**config.mk**
```make
export PLATFORM = sky130hd
export DESIGN_NAME = starforc_audio_out
export DESIGN_NICKNAME = d
export VERILOG_FILES = /design/src/rtl/starforc_audio_out.sv
export SDC_FILE = /design/constraint.sdc
export NUM_CORES = 1
export LEC_CHECK = 0
export CORE_MARGIN = 4
export CORE_UTILIZATION = 40
export CTS_CLUSTER_SIZE = 30
export DETAILED_ROUTE_END_ITERATION = 10
export GPL_TIMING_DRIVEN = 0
export PLACE_DENSITY = 0.68
export SYNTH_ARGS = -nofsm -noshare
export SYNTH_HDL_FRONTEND = slang
export SYNTH_SLANG_ARGS = --single-unit
```
**constraint.sdc**
```tcl
create_clock -name clk12m -period 6.5 [get_ports clk12m]
set_clock_uncertainty 0.15 [all_clocks]
set_input_delay 0.65 -clock clk12m [delete_from_list [all_inputs] [get_ports clk12m]]
set_output_delay 0.65 -clock clk12m [all_outputs]
set_load 0.02 [all_outputs]
```
**src/rtl/starforc_audio_out.sv**
```systemverilog
// Star Force audio output stage: box-car decimation, optional DC block, master gain, saturation, valid/ready output.
// Optional DC block is compiled in when STARFORC_AUDIO_DCBLOCK_EN is defined.
module starforc_audio_out #(
  parameter int LOG2_DECIM = 4,
  parameter int DC_SHIFT   = 10
) (
  input  logic        clk12m,
  input  logic        nRESET,
  input  logic        smp_ce,
  input  logic [15:0] sout,
  input  logic [3:0]  gain,
  input  logic        mute,
  output logic [15:0] aud_out,
  output logic        aud_valid,
  input  logic        aud_ready,
  output logic [7:0]  drop_cnt
);

  // Handshake: aud_out carries a sample whenever aud_valid is high; the sample is
  // consumed at a posedge with aud_valid & aud_ready. A new sample arriving while the
  // old one is still unconsumed overwrites it and bumps drop_cnt.

  localparam int AW    = 16 + LOG2_DECIM;
  localparam int DECIM = 1 << LOG2_DECIM;

  logic [AW-1:0]         acc_q;
  logic [LOG2_DECIM-1:0] phase_q;
  logic [15:0]           avg_q;
  logic                  v1_q, v2_q, v3_q;
  logic signed [23:0]    y_q;
  logic [15:0]           p_q;
  logic [15:0]           aud_out_q;
  logic                  aud_valid_q;
  logic [7:0]            drop_cnt_q;

  logic [AW-1:0]         acc_sum_d;
  logic                  frame_end_d;
  logic signed [15:0]    x_d;
  logic signed [23:0]    x_ext_d;
  logic signed [23:0]    y_d;
  logic signed [28:0]    prod_d;
  logic signed [28:0]    p_full_d;
  logic [15:0]           p_d;

  always_comb begin
    acc_sum_d   = acc_q + AW'(sout);
    frame_end_d = smp_ce && (phase_q == LOG2_DECIM'(DECIM - 1));
  end

  // S0: accumulate DECIM samples, then emit their mean
  always_ff @(posedge clk12m or negedge nRESET) begin
    if (!nRESET) begin
      acc_q   <= '0;
      phase_q <= '0;
      avg_q   <= '0;
      v1_q    <= 1'b0;
    end else begin
      v1_q <= frame_end_d;
      if (frame_end_d) begin
        avg_q   <= acc_sum_d[AW-1:LOG2_DECIM];
        acc_q   <= '0;
        phase_q <= '0;
      end else if (smp_ce) begin
        acc_q   <= acc_sum_d;
        phase_q <= phase_q + 1'b1;
      end
    end
  end

  always_comb begin
    x_d     = {~avg_q[15], avg_q[14:0]};
    x_ext_d = {{8{x_d[15]}}, x_d};
  end

`ifdef STARFORC_AUDIO_DCBLOCK_EN
  logic signed [23:0] x1_q, y1_q;

  always_comb begin
    y_d = x_ext_d - x1_q + y1_q - (y1_q >>> DC_SHIFT);
  end

  always_ff @(posedge clk12m or negedge nRESET) begin
    if (!nRESET) begin
      x1_q <= '0;
      y1_q <= '0;
    end else if (v1_q) begin
      x1_q <= x_ext_d;
      y1_q <= y_d;
    end
  end
`else
  always_comb begin
    y_d = x_ext_d;
  end
`endif

  // S1: centred (and optionally DC-blocked) sample
  always_ff @(posedge clk12m or negedge nRESET) begin
    if (!nRESET) begin
      y_q  <= '0;
      v2_q <= 1'b0;
    end else begin
      v2_q <= v1_q;
      if (v1_q) y_q <= y_d;
    end
  end

  // Gain is unsigned 0..15 with unity at 8; product fits easily in 29 bits.
  always_comb begin
    prod_d   = {{5{y_q[23]}}, y_q} * {25'd0, gain};
    p_full_d = prod_d >>> 3;
    if (mute)
      p_d = 16'h0000;
    else if (p_full_d > 29'sd32767)
      p_d = 16'h7FFF;
    else if (p_full_d < -29'sd32768)
      p_d = 16'h8000;
    else
      p_d = p_full_d[15:0];
  end

  // S2: gain + saturate
  always_ff @(posedge clk12m or negedge nRESET) begin
    if (!nRESET) begin
      p_q  <= '0;
      v3_q <= 1'b0;
    end else begin
      v3_q <= v2_q;
      if (v2_q) p_q <= p_d;
    end
  end

  // Output register: a new sample always wins; unconsumed old samples are counted as lost
  always_ff @(posedge clk12m or negedge nRESET) begin
    if (!nRESET) begin
      aud_out_q   <= '0;
      aud_valid_q <= 1'b0;
      drop_cnt_q  <= '0;
    end else if (v3_q) begin
      aud_out_q   <= p_q;
      aud_valid_q <= 1'b1;
      if (aud_valid_q && !aud_ready && (drop_cnt_q != 8'hFF))
        drop_cnt_q <= drop_cnt_q + 8'd1;
    end else if (aud_valid_q && aud_ready) begin
      aud_valid_q <= 1'b0;
    end
  end

  assign aud_out   = aud_out_q;
  assign aud_valid = aud_valid_q;
  assign drop_cnt  = drop_cnt_q;

endmodule

```
==> impl_results.md <==
- Outcome: finished clean
- Initial DRC Count: 346
- Min Tclk post-route: 5.509 ns
- Max frequency: 181.5 MHz
- Combinational Power Share: 55.1%
- Worst hold slack: 0.1180 ns
- Critical path peak fanout: 10
- Full die area: 0.02027 sq mm
- Crit share post-route: between 80% and 90%
- Root buffer selected by CTS: clkbuf_16
- Post-CTS Setup Bufs: 0
- ANT nets after route: 0
- CTS Hold Bufs: 0
- First element of the critical path: gain[2]
- Ant. Diodes: 0
- Overall routing resource usage: around 15%
- Max cap viols: 0
- CP endpoint kind: register
- # DRC: 0
- Starting Density: 41.34%
- Die X: approximately 140 microns
- Leak: roughly 4 nW
- H-tree levels: 3
- Sequential share of power: 29.5%
- Count of different cell masters after synthesis: 72
- CP Data Required Time: 6.65 ns
- Die Span Y: between 100 and 150 microns
- Routed len/inst: roughly 14 microns
- Top Ports: 50
- Syn nets: between 800 and 900
- Worst slew pin tran: 0.7255 ns
- Share of cells above drive strength 1: 8.805%
- Total negative slack: 0 ns
- IO buf count: 48
- Fillers: roughly 1700
- TritonCTS clock tree: done
- Top FF cell, synth: dfrtp_1
- Largest net degree at the start of global routing: approximately 60
- Maximum vdd ir drop: roughly 0.23 mV
- Vias per cell: a little over 5
- Clock share of power: 15.4%
- Unrepaired setup endpoints after global routing: false
- Relative slew slack: 51.31%
- Design Power: 3.356 mW
- Final worst setup slack: between 0.9 and 1 ns
- Cts repair resizes: 0
- Synthesized instance count: 730
- Total Wirelength: 14010 microns
- Placer's final routability congestion estimate: 0.8457
- Row count: 48
- Placed Area: 0.008011 sq mm
- Syn_area_per_cell: 9.896 sq um
- First-pass GRT wire length: 24660 microns
- Final Core Density: 47.46%
- Worst slack at placement: 0.5894 ns
- Non-Filler Instances: 1020
- CTS Buffer Depth: 2
- Clock Latency Late Sink: 0.37 ns
- Final setup vio count: 0
- Post-synth EDFFs: 0
- Ys Warns: 0
- Post-route cell area: 0.008294 sq mm
- Initial antenna violation count: 0
- Signal arrival time at the worst endpoint: 5.66 ns
- Yosys reg bits: 100
- Net Sw Frac: a little over two fifths
- Synth area leaders: dfrtp_1, ha_1, fa_1
- Detailed Routing Iterations Pass 1: 5
- Switch Pwr: 1.425 mW
- Vias in the first global route: approximately 5200
- Post-synth ARST share: 100.0%
- Crit path kind: primary input to register
- CTS buffer count: 9
- Post-synthesis sequential area ratio: 34.64%
- HPWL Detailed: 11120 microns
- Pins Over Slew Limit: 0
- Via count: roughly 5200
- Cell Int Power: 1.931 mW
- Clock Sinks: 100
- Top cell type by total area after synthesis: dfrtp_1
- P per Cell Area: between 400 and 500 mW/mm^2
- Hold/Removal Path Class: primary input to async pin
- Clock Pin Slew Worst Setup and Hold Paths: approximately 0.060 ns
- Critical R2R Launch: y_q[2]
- Area Overhead vs Synth: 14.81%
- Placed instance count: 1004
- Yosys top cell area share: 34.64%
- Core ar.: about 0.017 sq mm
- Post-Syn Area: approximately 0.0072 sq mm
- Nets: 905
- Critical Path Source Type: primary input
- Fin. Hold Viols: 0
- Overflow after GRT: 0
[flip-flops by register name, indices dropped and copies added (netlist names)]
register	flops
acc_q	20
aud_out	16
avg_q	16
p_q	16
y_q	16
drop_cnt	8
phase_q	4
aud_valid	1
v1_q	1
v2_q	1
v3_q	1
[power groups by stage]
stage	Combinational, mW	Sequential [mW]	Clock, mW
after floorplan	1.44	0.985	0
after global placement	1.81	0.994	0
after detailed placement	1.85	1.00	0
after CTS	1.86	0.994	0.532
after global routing	2.11	1.03	0.557
final	1.85	0.992	0.515
[layer usage]
metal,track usage [%],share of wire (%),vias to the layer above
li1,-,-,2647
met1,19.55,47,2464
met2,24.55,47,94
met3,2.923,4.3,12
met4,4.152,1.4,0
met5,0,0,-
[placed cells by master (no fill, tap or decap), drive strengths merged, types with 4 or more instances in the layout]
| master | netlist | routed |
|---|---|---|
| a21oi | 33 | 33 |
| and3 | 5 | 5 |
| nor2 | 19 | 19 |
| clkdlybuf4s50 | 0 | 47 |
| nor3 | 5 | 5 |
| a31oi | 5 | 5 |
| fa | 34 | 34 |
| and2 | 50 | 50 |
| buf | 6 | 8 |
| nand4 | 8 | 8 |
| o41ai | 4 | 4 |
| nand3 | 16 | 16 |
| o21ai | 36 | 36 |
| o21a | 6 | 6 |
| a21o | 17 | 17 |
| o2bb2ai | 14 | 14 |
| ha | 56 | 56 |
| a221o | 9 | 9 |
| a211oi | 7 | 7 |
| nand2b | 6 | 6 |
| xor2 | 14 | 14 |
| clkbuf | 19 | 28 |
| nand2 | 64 | 64 |
| inv | 84 | 87 |
| mux2 | 35 | 35 |
| xnor2 | 26 | 26 |
| dfrtp | 100 | 100 |
[layout make-up]
type	instances	area, sq um	area share, %
Buffer	25	105.1	1.267
Clock buffer	9	225.2	2.715
Clock inverter	7	57.56	0.6939
Inverter	84	315.3	3.801
Multi-Input combinational cell	521	4302	51.86
Sequential cell	100	2502	30.17
Tap cell	225	281.5	3.394
Timing Repair Buffer	49	505.5	6.094
[worst max-delay path, cell delays in order]
cell             delay [ns]
clkdlybuf4s50_1        0.64
clkbuf_1               0.33
and2_1                 0.18
ha_1                   0.24
fa_1                   0.54
inv_1                  0.06
fa_1                   0.52
inv_1                  0.04
ha_1                   0.37
and4_1                 0.30
a21oi_1                0.33
and2_1                 0.20
o2111a_1               0.24
nand2_2                0.08
o41ai_4                0.42
nor2b_4                0.24
buf_6                  0.14
a221o_1                0.14
[worst paths after layout]
check | end | slack (ns) | cells after the start
max in group asynchronous | y_q[0] | 5.41 | 2
min in group clk12m | v2_q | 0.33 | 0
worst min register to register | v2_q | 0.33 | 0
worst min-delay path | aud_out[13] | 0.12 | 1
worst max-delay path | p_q[0] | 0.99 | 18
worst max register to register | p_q[0] | 1.73 | 16
[cells in the mapped netlist (18+ instances only)]
library cell,instances
a21oi_1,33
and2_1,49
clkbuf_1,19
dfrtp_1,100
fa_1,34
ha_1,56
inv_1,84
mux2_2,33
nand2_1,63
nor2_1,18
o21ai_1,23
xnor2_1,26
[cell families (layout without fill, tap and decap cells)]
kind of cell    Yosys count  in the layout  share of synthesized area [%]
simple gates            190            190                          13.66
compound gates          165            165                          16.26
buf+inv                 109            174                          5.819
flops                   100            100                          34.64
fa+ha+maj                90             90                          19.12
xor+xnor                 40             40                          4.849
mux                      36             36                          5.646
Power figures use the tool's default switching activity.
